--- config.mk ---
export PLATFORM = sky130hd
export DESIGN_NAME = clk_int_div
export DESIGN_NICKNAME = d
export VERILOG_FILES = /design/src/rtl/clk_div_pkg.sv /design/src/rtl/clk_div_fsm.sv /design/src/rtl/tc_clk_mux2.sv /design/src/rtl/tc_clk_xor2.sv /design/src/rtl/clk_int_div.sv
export SDC_FILE = /design/constraint.sdc
export NUM_CORES = 1
export LEC_CHECK = 0
export CAP_MARGIN = 20
export CORE_ASPECT_RATIO = 0.9
export CORE_MARGIN = 2
export CORE_UTILIZATION = 55
export DETAILED_ROUTE_END_ITERATION = 16
export PLACE_DENSITY = 0.81
export SYNTH_ARGS = -nofsm -noshare
export SYNTH_HDL_FRONTEND = slang
export SYNTH_SLANG_ARGS = --single-unit
--- constraint.sdc ---
create_clock -name clk_i -period 5.3 [get_ports clk_i]
set_input_delay 1.06 -clock clk_i [delete_from_list [all_inputs] [get_ports clk_i]]
set_output_delay 1.06 -clock clk_i [all_outputs]
set_load 0.01 [all_outputs]
--- src/rtl/clk_div_pkg.sv ---
// Shared types and constants for the integer clock divider.
//   state_e       : divider control FSM states
//   DIV_WIDTH_DEF : default width of the divide value
package clk_div_pkg;

    localparam int unsigned DIV_WIDTH_DEF = 8;

    typedef enum logic [1:0] {
        ST_IDLE   = 2'd0,
        ST_RUN    = 2'd1,
        ST_SWITCH = 2'd2
    } state_e;

endpackage

--- src/rtl/clk_div_fsm.sv ---
// Divider control: FSM, period counter, divide-value handshake and the
// posedge toggle flop t0.
//   clk_i, rst_i : clock, async active-high reset
//   en_i         : divided clock enable
//   div_i        : requested divide value, div_valid_i qualifies it
//   t1_i         : current negedge toggle flop value (from top)
//   div_ready_o  : divide value can be accepted
//   t0_o         : posedge toggle flop
//   bypass_o     : active divide value is 0 or 1
//   t1_tog_c_o   : negedge flop must toggle at the coming negedge
module clk_div_fsm
    import clk_div_pkg::*;
#(
    parameter int unsigned DIV_WIDTH   = DIV_WIDTH_DEF,
    parameter int unsigned DEFAULT_DIV = 1
) (
    input  logic                 clk_i,
    input  logic                 rst_i,
    input  logic                 en_i,
    input  logic [DIV_WIDTH-1:0] div_i,
    input  logic                 div_valid_i,
    input  logic                 t1_i,
    output logic                 div_ready_o,
    output logic                 t0_o,
    output logic                 bypass_o,
    output logic                 t1_tog_c_o
);

    localparam logic [DIV_WIDTH-1:0] DIV_RST = DIV_WIDTH'(DEFAULT_DIV);
    localparam logic [DIV_WIDTH-1:0] ONE     = DIV_WIDTH'(1);
    localparam logic [DIV_WIDTH-1:0] TWO     = DIV_WIDTH'(2);

    state_e               state_q, state_d;
    logic [DIV_WIDTH-1:0] cnt_q, cnt_d;
    logic [DIV_WIDTH-1:0] div_q, div_d;
    logic [DIV_WIDTH-1:0] pend_q, pend_d;
    logic                 t0_q, t0_d;
    logic                 ready_q, ready_d;
    logic                 bypass_q, bypass_d;

    logic                 accept;
    logic                 at_end;
    logic [DIV_WIDTH-1:0] cnt_inc;
    logic                 run_tog;

    assign accept  = div_valid_i & ready_q;
    // Period boundary; in bypass every cycle is a boundary.
    assign at_end  = bypass_q | (cnt_q == div_q - ONE);
    assign cnt_inc = at_end ? '0 : cnt_q + ONE;
    // t0 toggles entering phase 0, and entering phase N/2 for even N.
    assign run_tog = ~bypass_q &
                     ((cnt_inc == '0) | (~div_q[0] & (cnt_inc == (div_q >> 1))));

    // State register
    always_ff @(posedge clk_i or posedge rst_i) begin
        if (rst_i) begin
            state_q  <= ST_IDLE;
            cnt_q    <= '0;
            div_q    <= DIV_RST;
            pend_q   <= DIV_RST;
            t0_q     <= 1'b0;
            ready_q  <= 1'b1;
            bypass_q <= (DIV_RST < TWO);
        end else begin
            state_q  <= state_d;
            cnt_q    <= cnt_d;
            div_q    <= div_d;
            pend_q   <= pend_d;
            t0_q     <= t0_d;
            ready_q  <= ready_d;
            bypass_q <= bypass_d;
        end
    end

    // Next-state logic. Whenever the divided clock is parked, t0 is made
    // equal to t1 so the XOR stays low; t1 is a negedge flop and cannot be
    // cleared on the same edge as t0 without a glitch. Starting a period
    // sets t0 = ~t1 so the output rises on that posedge.
    always_comb begin
        state_d = state_q;
        cnt_d   = cnt_q;
        div_d   = div_q;
        pend_d  = pend_q;
        t0_d    = t0_q;
        if (accept) begin
            pend_d = div_i;
        end
        unique case (state_q)
            ST_IDLE: begin
                cnt_d = '0;
                t0_d  = t1_i;
                if (accept) begin
                    div_d = div_i;
                end else if (en_i) begin
                    state_d = ST_RUN;
                    t0_d    = t1_i ^ ~bypass_q;
                end
            end
            ST_RUN: begin
                if (at_end && !en_i) begin
                    state_d = ST_IDLE;
                    cnt_d   = '0;
                    t0_d    = t1_i;
                    if (accept) begin
                        div_d = div_i;
                    end
                end else begin
                    if (accept) begin
                        state_d = ST_SWITCH;
                    end
                    cnt_d = cnt_inc;
                    t0_d  = t0_q ^ run_tog;
                end
            end
            ST_SWITCH: begin
                if (at_end) begin
                    div_d = pend_q;
                    cnt_d = '0;
                    if (en_i) begin
                        state_d = ST_RUN;
                        t0_d    = t1_i ^ (pend_q >= TWO);
                    end else begin
                        state_d = ST_IDLE;
                        t0_d    = t1_i;
                    end
                end else begin
                    cnt_d = cnt_inc;
                    t0_d  = t0_q ^ run_tog;
                end
            end
            default: begin
                state_d = ST_IDLE;
            end
        endcase
    end

    // Output logic
    always_comb begin
        ready_d  = (state_d != ST_SWITCH);
        bypass_d = (div_d < TWO);
    end

    // t1 toggles mid-cycle at phase (N-1)/2, odd N only, while counting.
    assign t1_tog_c_o = (state_q != ST_IDLE) & ~bypass_q & div_q[0] &
                        (cnt_q == ((div_q - ONE) >> 1));

    assign div_ready_o = ready_q;
    assign t0_o        = t0_q;
    assign bypass_o    = bypass_q;

endmodule

--- src/rtl/tc_clk_mux2.sv ---
// Clock-path 2:1 mux cell.
//   clk0_i : selected when sel_i = 0
//   clk1_i : selected when sel_i = 1
//   sel_i  : select
//   clk_o  : muxed clock
module tc_clk_mux2 (
    input  logic clk0_i,
    input  logic clk1_i,
    input  logic sel_i,
    output logic clk_o
);

    assign clk_o = sel_i ? clk1_i : clk0_i;

endmodule

--- src/rtl/tc_clk_xor2.sv ---
// Clock-path XOR cell combining the two toggle flops.
//   clk0_i, clk1_i : clock inputs
//   clk_o          : clk0_i ^ clk1_i
module tc_clk_xor2 (
    input  logic clk0_i,
    input  logic clk1_i,
    output logic clk_o
);

    assign clk_o = clk0_i ^ clk1_i;

endmodule

--- src/rtl/clk_int_div.sv ---
// Integer clock divider with 50% duty for any N, glitch-free run-time
// divide changes and a test-mode bypass.
//   clk_i, rst_i : source clock, async active-high reset
//   en_i         : divided clock enable (stops low at a period boundary)
//   test_mode_i  : clk_o = clk_i
//   div_i        : divide value N (0/1 = bypass), div_valid_i qualifies it
//   div_ready_o  : div_i accepted this cycle when valid
//   clk_o        : divided clock
module clk_int_div
    import clk_div_pkg::*;
#(
    parameter int unsigned DIV_WIDTH   = DIV_WIDTH_DEF,
    parameter int unsigned DEFAULT_DIV = 1
) (
    input  logic                 clk_i,
    input  logic                 rst_i,
    input  logic                 en_i,
    input  logic                 test_mode_i,
    input  logic [DIV_WIDTH-1:0] div_i,
    input  logic                 div_valid_i,
    output logic                 div_ready_o,
    output logic                 clk_o
);

    logic t0;
    logic t1_q, t1_d;
    logic t1_tog_c;
    logic bypass;
    logic div_clk;
    logic mux_sel;

    clk_div_fsm #(
        .DIV_WIDTH   (DIV_WIDTH),
        .DEFAULT_DIV (DEFAULT_DIV)
    ) u_fsm (
        .clk_i       (clk_i),
        .rst_i       (rst_i),
        .en_i        (en_i),
        .div_i       (div_i),
        .div_valid_i (div_valid_i),
        .t1_i        (t1_q),
        .div_ready_o (div_ready_o),
        .t0_o        (t0),
        .bypass_o    (bypass),
        .t1_tog_c_o  (t1_tog_c)
    );

    // Negedge toggle flop supplying the half-cycle edge for odd N
    assign t1_d = t1_q ^ t1_tog_c;

    always_ff @(negedge clk_i or posedge rst_i) begin
        if (rst_i) begin
            t1_q <= 1'b0;
        end else begin
            t1_q <= t1_d;
        end
    end

    assign mux_sel = bypass | test_mode_i;

    tc_clk_xor2 u_clk_xor (
        .clk0_i (t0),
        .clk1_i (t1_q),
        .clk_o  (div_clk)
    );

    tc_clk_mux2 u_clk_mux (
        .clk0_i (div_clk),
        .clk1_i (clk_i),
        .sel_i  (mux_sel),
        .clk_o  (clk_o)
    );

endmodule

==> flow_metrics.py, run 1 <==
metrics = {
    "run_status": {
        "outcome": "completed",
    },
    "routing": {
        "drtAntennaViolNets": 0,
        "initialDrtViolationCount": 171,
        "wl_mm": 6.20,
        "wire_per_inst_um": 16.8,
        "firstDrtPassIters": 5,
        "viasPerCell": 6.18,
        "num_vias": 2279,
        "drc": 0,
    },
    "yosys": {
        "syn_area_um2": 2520,
        "ys_ff_latch": 30,
        "synth_nets": 320,
        "yosysWarnings": 0,
        "async_flop_share_pct": 100,
        "synth_area_per_cell_um2": 8.39,
        "synth.distinct_cells": 62,
        "yosys_most_used_dff": "dfrtp_1",
        "synth-edff-count": 0,
        "syn-instance-count": 300,
        "yosysSeqAreaShare_pct": 30.0,
    },
    "power_and_ir_drop": {
        "netSwitchingPower_uw": 707,
        "switching_share_pct": 45.5,
        "p_comb_share_pct": 56.7,
        "p_leak_nw": 1.16,
        "p_clk_share_pct": 17.0,
        "cellPowerDensity_nw_per_um2": 555,
        "power_frac_seq_pct": 26.3,
        "ir_drop_mv": 0.333,
        "power.internal_uw": 847,
    },
    "global_route": {
        "grt_max_degree": 30,
        "grt_pass1_vias": 2100,
        "antenna_found_initial": 0,
        "gr-total-overflow": 0,
        "grt_pass1_wl_mm": 10.2,
        "grt_usage_pct": 27.2,
    },
    "place": {
        "gp_congestion": 0.978,
        "place_inst": 358,
        "dp_hpwl_mm": 4.55,
        "portBuffers": 14,
    },
    "clocking": {
        "clkLatencyLatePin_ns": 0.41,
        "cts_hold_buf": 0,
        "cts_tree": "built",
        "clk_pin_slew_worst_paths_ns": 0.07,
    },
    "timing": {
        "finalSetupTns_ns": 0,
        "timing.slew.headroom_pct": 42.8,
        "final_max_slew_viol_count": 0,
        "rsz0062_at_grt": "no",
        "setup_violations": 0,
        "clock_skew_ns": 0.0272,
        "hold_viol": 0,
        "worst_slew_pin_slew_ns": 0.857,
    },
    "floorplanning": {
        "die_h_um": 68.2,
        "die_width_um": 75.3,
        "rows": 23,
        "start_util_pct": 56.8,
        "coreArea_um2": 4430,
        "die_area_um2": 5130,
        "ios": 15,
    },
    "final_layout": {
        "antennaDiodeCount": 0,
        "nets": 326,
        "drive_gt1_share_pct": 12.7,
        "layout_commonest_cell": "nor2_1",
        "final_util_pct": 63.2,
        "areaGrowthSynthToFinish_pct": 11.3,
        "final_cell_mix": "nor2_1 (28), dfrtp_1 (25), o21ai_0 (22), nand2_1 (21), a21oi_1 (16)",
        "stdcell_count": 369,
    },
    "worst_setup_path": {
        "path_class": "flop to flop",
        "slowest_stage": "dfrtp_1",
        "cp_cell_sequence": "or3_1 > nor3_2 > xnor2_1 > nor2_1 > a311oi_1 > a41oi_1 > nor4_1 > xor2_1",
        "crit_required_ns": 2.89,
        "crit_arrival_ns": 2.64,
        "slowest_delay_ns": 0.46,
        "crit_fanout": 6,
        "worst_setup_path_start_kind": "flop",
        "cp-end-kind": "flop",
    },
    "hold_path": {
        "min_path_type": "flop to flop",
    },
    "job": {
        "cap_viol_max_count": 0,
    },
}
flip-flops by register name, summed over array words and instances (netlist names):
register	flops
u_fsm.div_q	8
u_fsm.bypass_o	1
t1_q	1
u_fsm.t0_o	1
u_fsm.cnt_q	8
u_fsm.pend_q	8
u_fsm.state_q	2
u_fsm.div_ready_o	1
metrics by stage:
| stage | setup WS, ns | power (mW) | cell area, um2 | hold WS, ns |
|---|---|---|---|---|
| after floorplan | 0.420 | 1.09 | 2520 | 0.440 |
| after global placement | 0.411 | 1.28 | 2670 | 0.456 |
| after detailed placement | 0.314 | 1.29 | 2670 | 0.462 |
| after CTS | 0.258 | 1.54 | 2800 | 0.471 |
| after global routing | 0.176 | 1.68 | 2800 | 0.493 |
| final | 0.255 | 1.55 | 2800 | 0.468 |
final cells by class:
cell class / count / area (um2)
Multi-Input combinational cell: 235 / 1610
Clock buffer: 11 / 136
Tap cell: 62 / 77.6
Inverter: 11 / 41.3
Clock inverter: 1 / 5.00
Timing Repair Buffer: 19 / 175
Sequential cell: 30 / 756
Fill cell: 396 / 1630
power by group through the flow:
stage | clock network [mW] | logic (mW) | registers, mW
floorplan | 0.00822 | 0.727 | 0.357
global placement | 0.0182 | 0.852 | 0.405
detailed placement | 0.0182 | 0.863 | 0.408
CTS | 0.270 | 0.869 | 0.404
global route | 0.281 | 0.978 | 0.417
finish | 0.264 | 0.882 | 0.408
what timing repair did:
action,CTS,global route
endpoints found under the setup margin,1,0
setup buffers,0,0
resized for setup,1,0
synth_stat cells (5+ instances only):
cell type  instances  area share [%]
o21ai_0           22             4.4
clkbuf_1          18             2.7
a31oi_1            5             1.2
nor4b_1            5             1.7
nor3_1             8             1.6
xnor2_1           14             4.9
a21oi_1           16             3.2
nand3_1            9             1.8
nand2_1           21             3.1
inv_1             11             1.6
dfrtp_1           25              25
ha_1               7             3.5
and3_1             5             1.2
nor2_1            28             4.2
nor2b_1            5             1.2
mux2_2             7             3.1
xor2_1            14             4.9
nand2b_1           9             2.2
per-layer routing:
layer | part of all wire (%) | GRT usage (%)
met5 | 0 | 0
met3 | 7.8 | 9.43
met2 | 44 | 38.9
met4 | 2.5 | 11.8
met1 | 46 | 37.2
cell families after synthesis:
| family | after synthesis | share of synthesized area, % |
|---|---|---|
| AO/OA/AOI/OAI | 76 | 20.7 |
| XOR/XNOR | 28 | 9.75 |
| adder cells (fa/ha/maj) | 7 | 3.48 |
| buffers and inverters | 35 | 5.97 |
| flip-flops | 30 | 30.0 |
| multiplexers | 9 | 3.93 |
| AND/OR/NAND/NOR | 115 | 26.2 |
worst max-delay path, delay by kind of cell, from the launching register on:
kind | cells | cell delay [ns]
AOI/OAI and AO/OA | 2 | 0.37
and+or+nand+nor | 4 | 1.14
xor gates and xnor gates | 2 | 0.27
DFF | 1 | 0.46
final timing paths:
| kind | startpoint | to | slack [ns] | cells after the start |
|---|---|---|---|---|
| hold reg to reg | u_fsm.pend_q[0] | u_fsm.pend_q[0] | 0.47 | 2 |
| min in group asynchronous | rst_i | u_fsm.div_q[1] | 1.19 | 3 |
| max in group asynchronous | rst_i | t1_q | 1.74 | 2 |
| setup / recovery | u_fsm.div_q[1] | t1_q | 0.25 | 8 |
| setup reg to reg | u_fsm.div_q[1] | t1_q | 0.25 | 8 |
| hold / removal | u_fsm.pend_q[0] | u_fsm.pend_q[0] | 0.47 | 2 |
Power figures use the tool's default switching activity.
==> run 2: changes to the inputs <==
--- a/config.mk
+++ b/config.mk
@@ -9,6 +9,7 @@
 export CORE_ASPECT_RATIO = 0.9
 export CORE_MARGIN = 2
 export CORE_UTILIZATION = 55
+export CTS_CLUSTER_DIAMETER = 80
 export DETAILED_ROUTE_END_ITERATION = 16
 export PLACE_DENSITY = 0.81
 export SYNTH_ARGS = -nofsm -noshare
==> constraint.sdc (replaced) <==
create_clock -name clk_i -period 5.8 [get_ports clk_i]
set_input_delay 1.16 -clock clk_i [delete_from_list [all_inputs] [get_ports clk_i]]
set_output_delay 1.16 -clock clk_i [all_outputs]
set_load 0.01 [all_outputs]
==> flow_metrics.py, run 2 (same netlist as run 1, synthesis figures left out) <==
metrics = {
    "run_status": {
        "outcome": "completed",
    },
    "final_layout": {
        "final_util_pct": 63.9,
        "antennaDiodeCount": 0,
        "layout_commonest_cell": "nor2_1",
        "nets": 327,
        "final_cell_mix": "nor2_1 (28), dfrtp_1 (25), o21ai_0 (22), nand2_1 (21), a21oi_1 (16)",
        "fillerInstances": 389,
        "areaGrowthSynthToFinish_pct": 12.6,
        "reg_top3": "u_fsm.cnt_q x8, u_fsm.div_q x8, u_fsm.pend_q x8",
        "drive_gt1_share_pct": 13.3,
    },
    "floorplanning": {
        "ios": 15,
        "coreArea_um2": 4430,
        "die_width_um": 75.3,
        "start_util_pct": 56.8,
        "die_h_um": 68.2,
        "rows": 23,
        "die_area_um2": 5130,
    },
    "hold_path": {
        "min_from": "u_fsm.pend_q[0]",
        "min_path_type": "flop to flop",
    },
    "worst_setup_path": {
        "crit_required_ns": 4.64,
        "cp-end-kind": "output pin",
        "crit_arrival_ns": 4.56,
        "worst_setup_path_start_kind": "flop",
        "r2r_start": "u_fsm.div_q[0]",
        "path_class": "flop to output pin",
        "crit_fanout": 4,
        "critPathLaunch": "t1_q",
    },
    "power_and_ir_drop": {
        "p_leak_nw": 1.17,
        "p_comb_share_pct": 55.3,
        "power.internal_uw": 807,
        "power_frac_seq_pct": 25.3,
        "switching_share_pct": 44.8,
        "cellPowerDensity_nw_per_um2": 516,
        "netSwitchingPower_uw": 656,
        "ir_drop_mv": 0.287,
        "p_clk_share_pct": 19.4,
    },
    "global_route": {
        "grt_pass1_vias": 2178,
        "antenna_found_initial": 0,
        "grt_usage_pct": 27.6,
        "grt_pass1_wl_mm": 10.4,
        "gr-total-overflow": 0,
        "grt_max_degree": 30,
    },
    "timing": {
        "clock_skew_ns": 0.0228,
        "rsz0062_at_grt": "no",
        "timing.slew.headroom_pct": 41.0,
        "final_max_slew_viol_count": 0,
        "finalSetupTns_ns": 0,
        "hold_viol": 0,
        "setup_violations": 0,
        "worst_slew_pin_slew_ns": 0.884,
    },
    "routing": {
        "drc": 0,
        "initialDrtViolationCount": 244,
        "viasPerCell": 6.29,
        "firstDrtPassIters": 7,
        "num_vias": 2326,
        "drtAntennaViolNets": 0,
        "wire_per_inst_um": 17.1,
        "wl_mm": 6.34,
    },
    "clocking": {
        "clk_pin_slew_worst_paths_ns": 0.07,
        "cts_resized": 0,
        "cts_setup_buffers": 0,
        "cts_tree": "built",
        "clkLatencyLatePin_ns": 0.41,
        "cts_hold_buf": 0,
    },
    "place": {
        "dp_hpwl_mm": 4.67,
        "gp_congestion": 1.03,
        "portBuffers": 14,
    },
    "job": {
        "cap_viol_max_count": 0,
    },
}
## run 2: routing by layer
metal	up-vias	wire length, um	track usage (%)
li1	1102	-	-
met4	0	145	11.6
met5	-	0	0
met3	22	507	8.39
met2	101	2950	40.0
met1	1101	2740	38.0
## run 2: metrics by stage
step	power (mW)	instance area (um2)	instances	hold WS (ns)	setup WS, ns
after floorplan	0.998	2520	300	0.440	0.670
after global placement	1.16	2660	356	0.459	0.493
after detailed placement	1.18	2660	356	0.462	0.412
after CTS	1.45	2810	367	0.472	0.0000622
after global routing	1.57	2830	370	0.512	0.00618
final	1.46	2830	370	0.467	0.0814
## run 2: path summary, 6_finish.rpt
kind                              endpoint  slack (ns)  cells after the start
max                                  clk_o        0.08                      3
min                        u_fsm.pend_q[0]        0.47                      2
max reg2reg                           t1_q        0.40                      9
min reg2reg                u_fsm.pend_q[0]        0.47                      2
max in group asynchronous             t1_q        1.90                      2
min in group asynchronous   u_fsm.cnt_q[6]        1.27                      3
## run 2: worst max-delay path, cell delays in order, from the launching register on
cell             delay (ns)
dfrtn_1                0.48
xnor2_1                0.08
a21oi_1                0.14
clkdlybuf4s50_1        0.55
## run 2: layout make-up
type                       instances  area (um2)  share of cell area (%)
clock buffer                       9         120                    4.24
sequential                        30         756                    26.7
tap                               62        77.6                    2.74
timing repair buffer              20         183                    6.45
multi-input combinational        235        1610                    56.8
inverter                          11        41.3                    1.46
clock inverter                     3        45.0                    1.59
## run 2: power by group through the flow
| stage | logic (mW) | registers [mW] | clock network (mW) |
|---|---|---|---|
| 6_report | 0.809 | 0.370 | 0.284 |
| 3_5_place_dp | 0.789 | 0.370 | 0.0166 |
| 5_1_grt | 0.888 | 0.377 | 0.304 |
| 2_1_floorplan | 0.664 | 0.326 | 0.00751 |
| 3_3_place_gp | 0.774 | 0.367 | 0.0166 |
| 4_1_cts | 0.792 | 0.366 | 0.290 |
==> run 3: changes to the inputs <==
--- a/config.mk
+++ b/config.mk
@@ -7,7 +7,7 @@
 export LEC_CHECK = 0
 export CAP_MARGIN = 20
 export CORE_ASPECT_RATIO = 0.9
-export CORE_MARGIN = 2
+export CORE_MARGIN = 10
 export CORE_UTILIZATION = 55
 export CTS_CLUSTER_DIAMETER = 80
 export DETAILED_ROUTE_END_ITERATION = 16
==> flow_metrics.py, run 3 (same netlist as run 1, synthesis figures left out) <==
metrics = {
    "worst_setup_path": {
        "cp-end-kind": "output pin",
        "crit_required_ns": 4.64,
        "rrSetupSlack_ns": 0.40,
        "slowest_delay_ns": 0.55,
        "crit_arrival_ns": 4.50,
        "critPathBufInv": 1,
        "cp_cell_sequence": "xnor2_1 > a21oi_1 > clkdlybuf4s50_1",
        "critPathTopFamily": "buffers and inverters",
        "worstReg2RegEnd": "t1_q",
        "reg2regPathDepth": 8,
        "worst_setup_path_start_kind": "flop",
        "r2r_start": "u_fsm.div_q[0]",
        "crit_fanout": 2,
        "path_class": "flop to output pin",
        "slowest_stage": "clkdlybuf4s50_1",
    },
    "floorplanning": {
        "start_util_pct": 56.8,
        "die_width_um": 91.3,
        "coreArea_um2": 4430,
        "die_area_um2": 7680,
        "die_h_um": 84.2,
        "ios": 15,
        "rows": 23,
    },
    "timing": {
        "setup_violations": 0,
        "finalSetupTns_ns": 0,
        "hold_viol": 0,
        "rsz0062_at_grt": "no",
        "final_max_slew_viol_count": 0,
        "worst_slew_pin_slew_ns": 0.872,
        "clock_skew_ns": 0.0275,
        "timing.slew.headroom_pct": 41.8,
    },
    "hold_path": {
        "min_from": "u_fsm.pend_q[0]",
        "whs_path_depth": 2,
        "min_path_type": "flop to flop",
        "min_to": "u_fsm.pend_q[0]",
    },
    "power_and_ir_drop": {
        "netSwitchingPower_uw": 647,
        "switching_share_pct": 44.5,
        "p_leak_nw": 1.16,
        "ir_drop_mv": 0.252,
        "p_comb_share_pct": 54.3,
        "cellPowerDensity_nw_per_um2": 516,
        "p_clk_share_pct": 19.7,
        "power_frac_seq_pct": 26.0,
        "power.internal_uw": 806,
    },
    "final_layout": {
        "antennaDiodeCount": 0,
        "fillerInstances": 395,
        "drive_gt1_share_pct": 12.7,
        "reg_top3": "u_fsm.cnt_q x8, u_fsm.div_q x8, u_fsm.pend_q x8",
        "areaGrowthSynthToFinish_pct": 12.0,
        "final_util_pct": 63.6,
        "layout_commonest_cell": "nor2_1",
        "nets": 325,
        "multi_input_area_um2": 1610,
        "seq_area_um2": 756,
        "final_cell_mix": "nor2_1 (28), dfrtp_1 (25), o21ai_0 (22), nand2_1 (21), a21oi_1 (16)",
    },
    "clocking": {
        "cts_hold_buf": 0,
        "cts_tree": "built",
        "clk_pin_slew_worst_paths_ns": 0.07,
        "clkLatencyLatePin_ns": 0.41,
    },
    "routing": {
        "viasPerCell": 6.20,
        "initialDrtViolationCount": 296,
        "wire_per_inst_um": 16.9,
        "drtAntennaViolNets": 0,
        "wl_mm": 6.22,
        "drc": 0,
        "num_vias": 2280,
        "firstDrtPassIters": 5,
    },
    "run_status": {
        "outcome": "completed",
    },
    "global_route": {
        "antenna_found_initial": 0,
        "grt_pass1_vias": 2203,
        "grt_usage_pct": 16.5,
        "grt_max_degree": 30,
        "grt_pass1_wl_mm": 10.5,
        "gr-total-overflow": 0,
    },
    "job": {
        "cap_viol_max_count": 0,
    },
    "place": {
        "dp_hpwl_mm": 4.60,
        "portBuffers": 14,
        "gp_congestion": 0.919,
    },
}
==> run 3: cell types whose count changed in the layout (fill, tap and decap cells not counted) <==
cell,change
buf_4,-2
==> run 3: metrics by stage <==
| stage | hold slack (ns) | instance area, um2 | worst slack [ns] | power (mW) | std cells |
|---|---|---|---|---|---|
| 2_1_floorplan | 0.440 | 2520 | 0.670 | 0.998 | 300 |
| 3_3_place_gp | 0.461 | 2660 | 0.493 | 1.16 | 356 |
| 3_5_place_dp | 0.463 | 2660 | 0.407 | 1.17 | 356 |
| 4_1_cts | 0.474 | 2820 | 0.117 | 1.45 | 368 |
| 5_1_grt | 0.520 | 2820 | 0.0413 | 1.57 | 368 |
| 6_report | 0.473 | 2820 | 0.141 | 1.45 | 368 |
==> run 3: worst reg2reg max path, stage by stage (launching register included) <==
cell and delay (ns):
dfstp_2 0.42, or3_1 0.46, nor3_2 0.28, xnor2_1 0.16, nor2_1 0.06, a311oi_1 0.32
a41oi_1 0.08, nor4_1 0.45, xor2_1 0.12
==> run 3: final cells by class <==
type                    instances  area share (%)
multi-input cells             235            57.1
flip-flops and latches         30            26.8
repair buffers                 18            5.95
clock buffers                   9            4.26
well taps                      62            2.75
clock inverters                 3            1.60
inverters                      11            1.47
==> run 3: worst max path at each step <==
| stage | from | endpoint | slack (ns) | cells past startpoint |
|---|---|---|---|---|
| final | t1_q | clk_o | 0.14 | 3 |
| after global routing | t1_q | clk_o | 0.04 | 3 |
| after CTS | t1_q | clk_o | 0.12 | 3 |
| after detailed placement | u_fsm.div_q[0] | t1_q | 0.41 | 8 |
| after global placement | t1_q | clk_o | 0.49 | 3 |
| after floorplan | u_fsm.div_q[0] | t1_q | 0.67 | 11 |
==> run 3: routing by layer <==
layer / part of all wire, % / track usage, % / wire length (um) / vias up
met5: 0 / 0 / 0 / -
met4: 1.7 / 6.26 / 106 / 0
met3: 6.5 / 3.91 / 402 / 12
met2: 47 / 26.3 / 2900 / 95
met1: 45 / 21.1 / 2800 / 1080
li1: - / - / - / 1093
==> run 3: what timing repair did <==
item / CTS / global route
buffers inserted: 1 / 0
setup endpoints to repair: 1 / 0
hold endpoints to repair: 0 / 0
gates resized for setup: 0 / 0
==> run 3: power by group through the flow <==
| stage | clock [mW] | sequential (mW) | combinational (mW) |
|---|---|---|---|
| 2_1_floorplan | 0.00751 | 0.326 | 0.664 |
| 3_3_place_gp | 0.0166 | 0.376 | 0.764 |
| 3_5_place_dp | 0.0166 | 0.378 | 0.772 |
| 4_1_cts | 0.294 | 0.373 | 0.779 |
| 5_1_grt | 0.303 | 0.388 | 0.874 |
| 6_report | 0.286 | 0.378 | 0.789 |
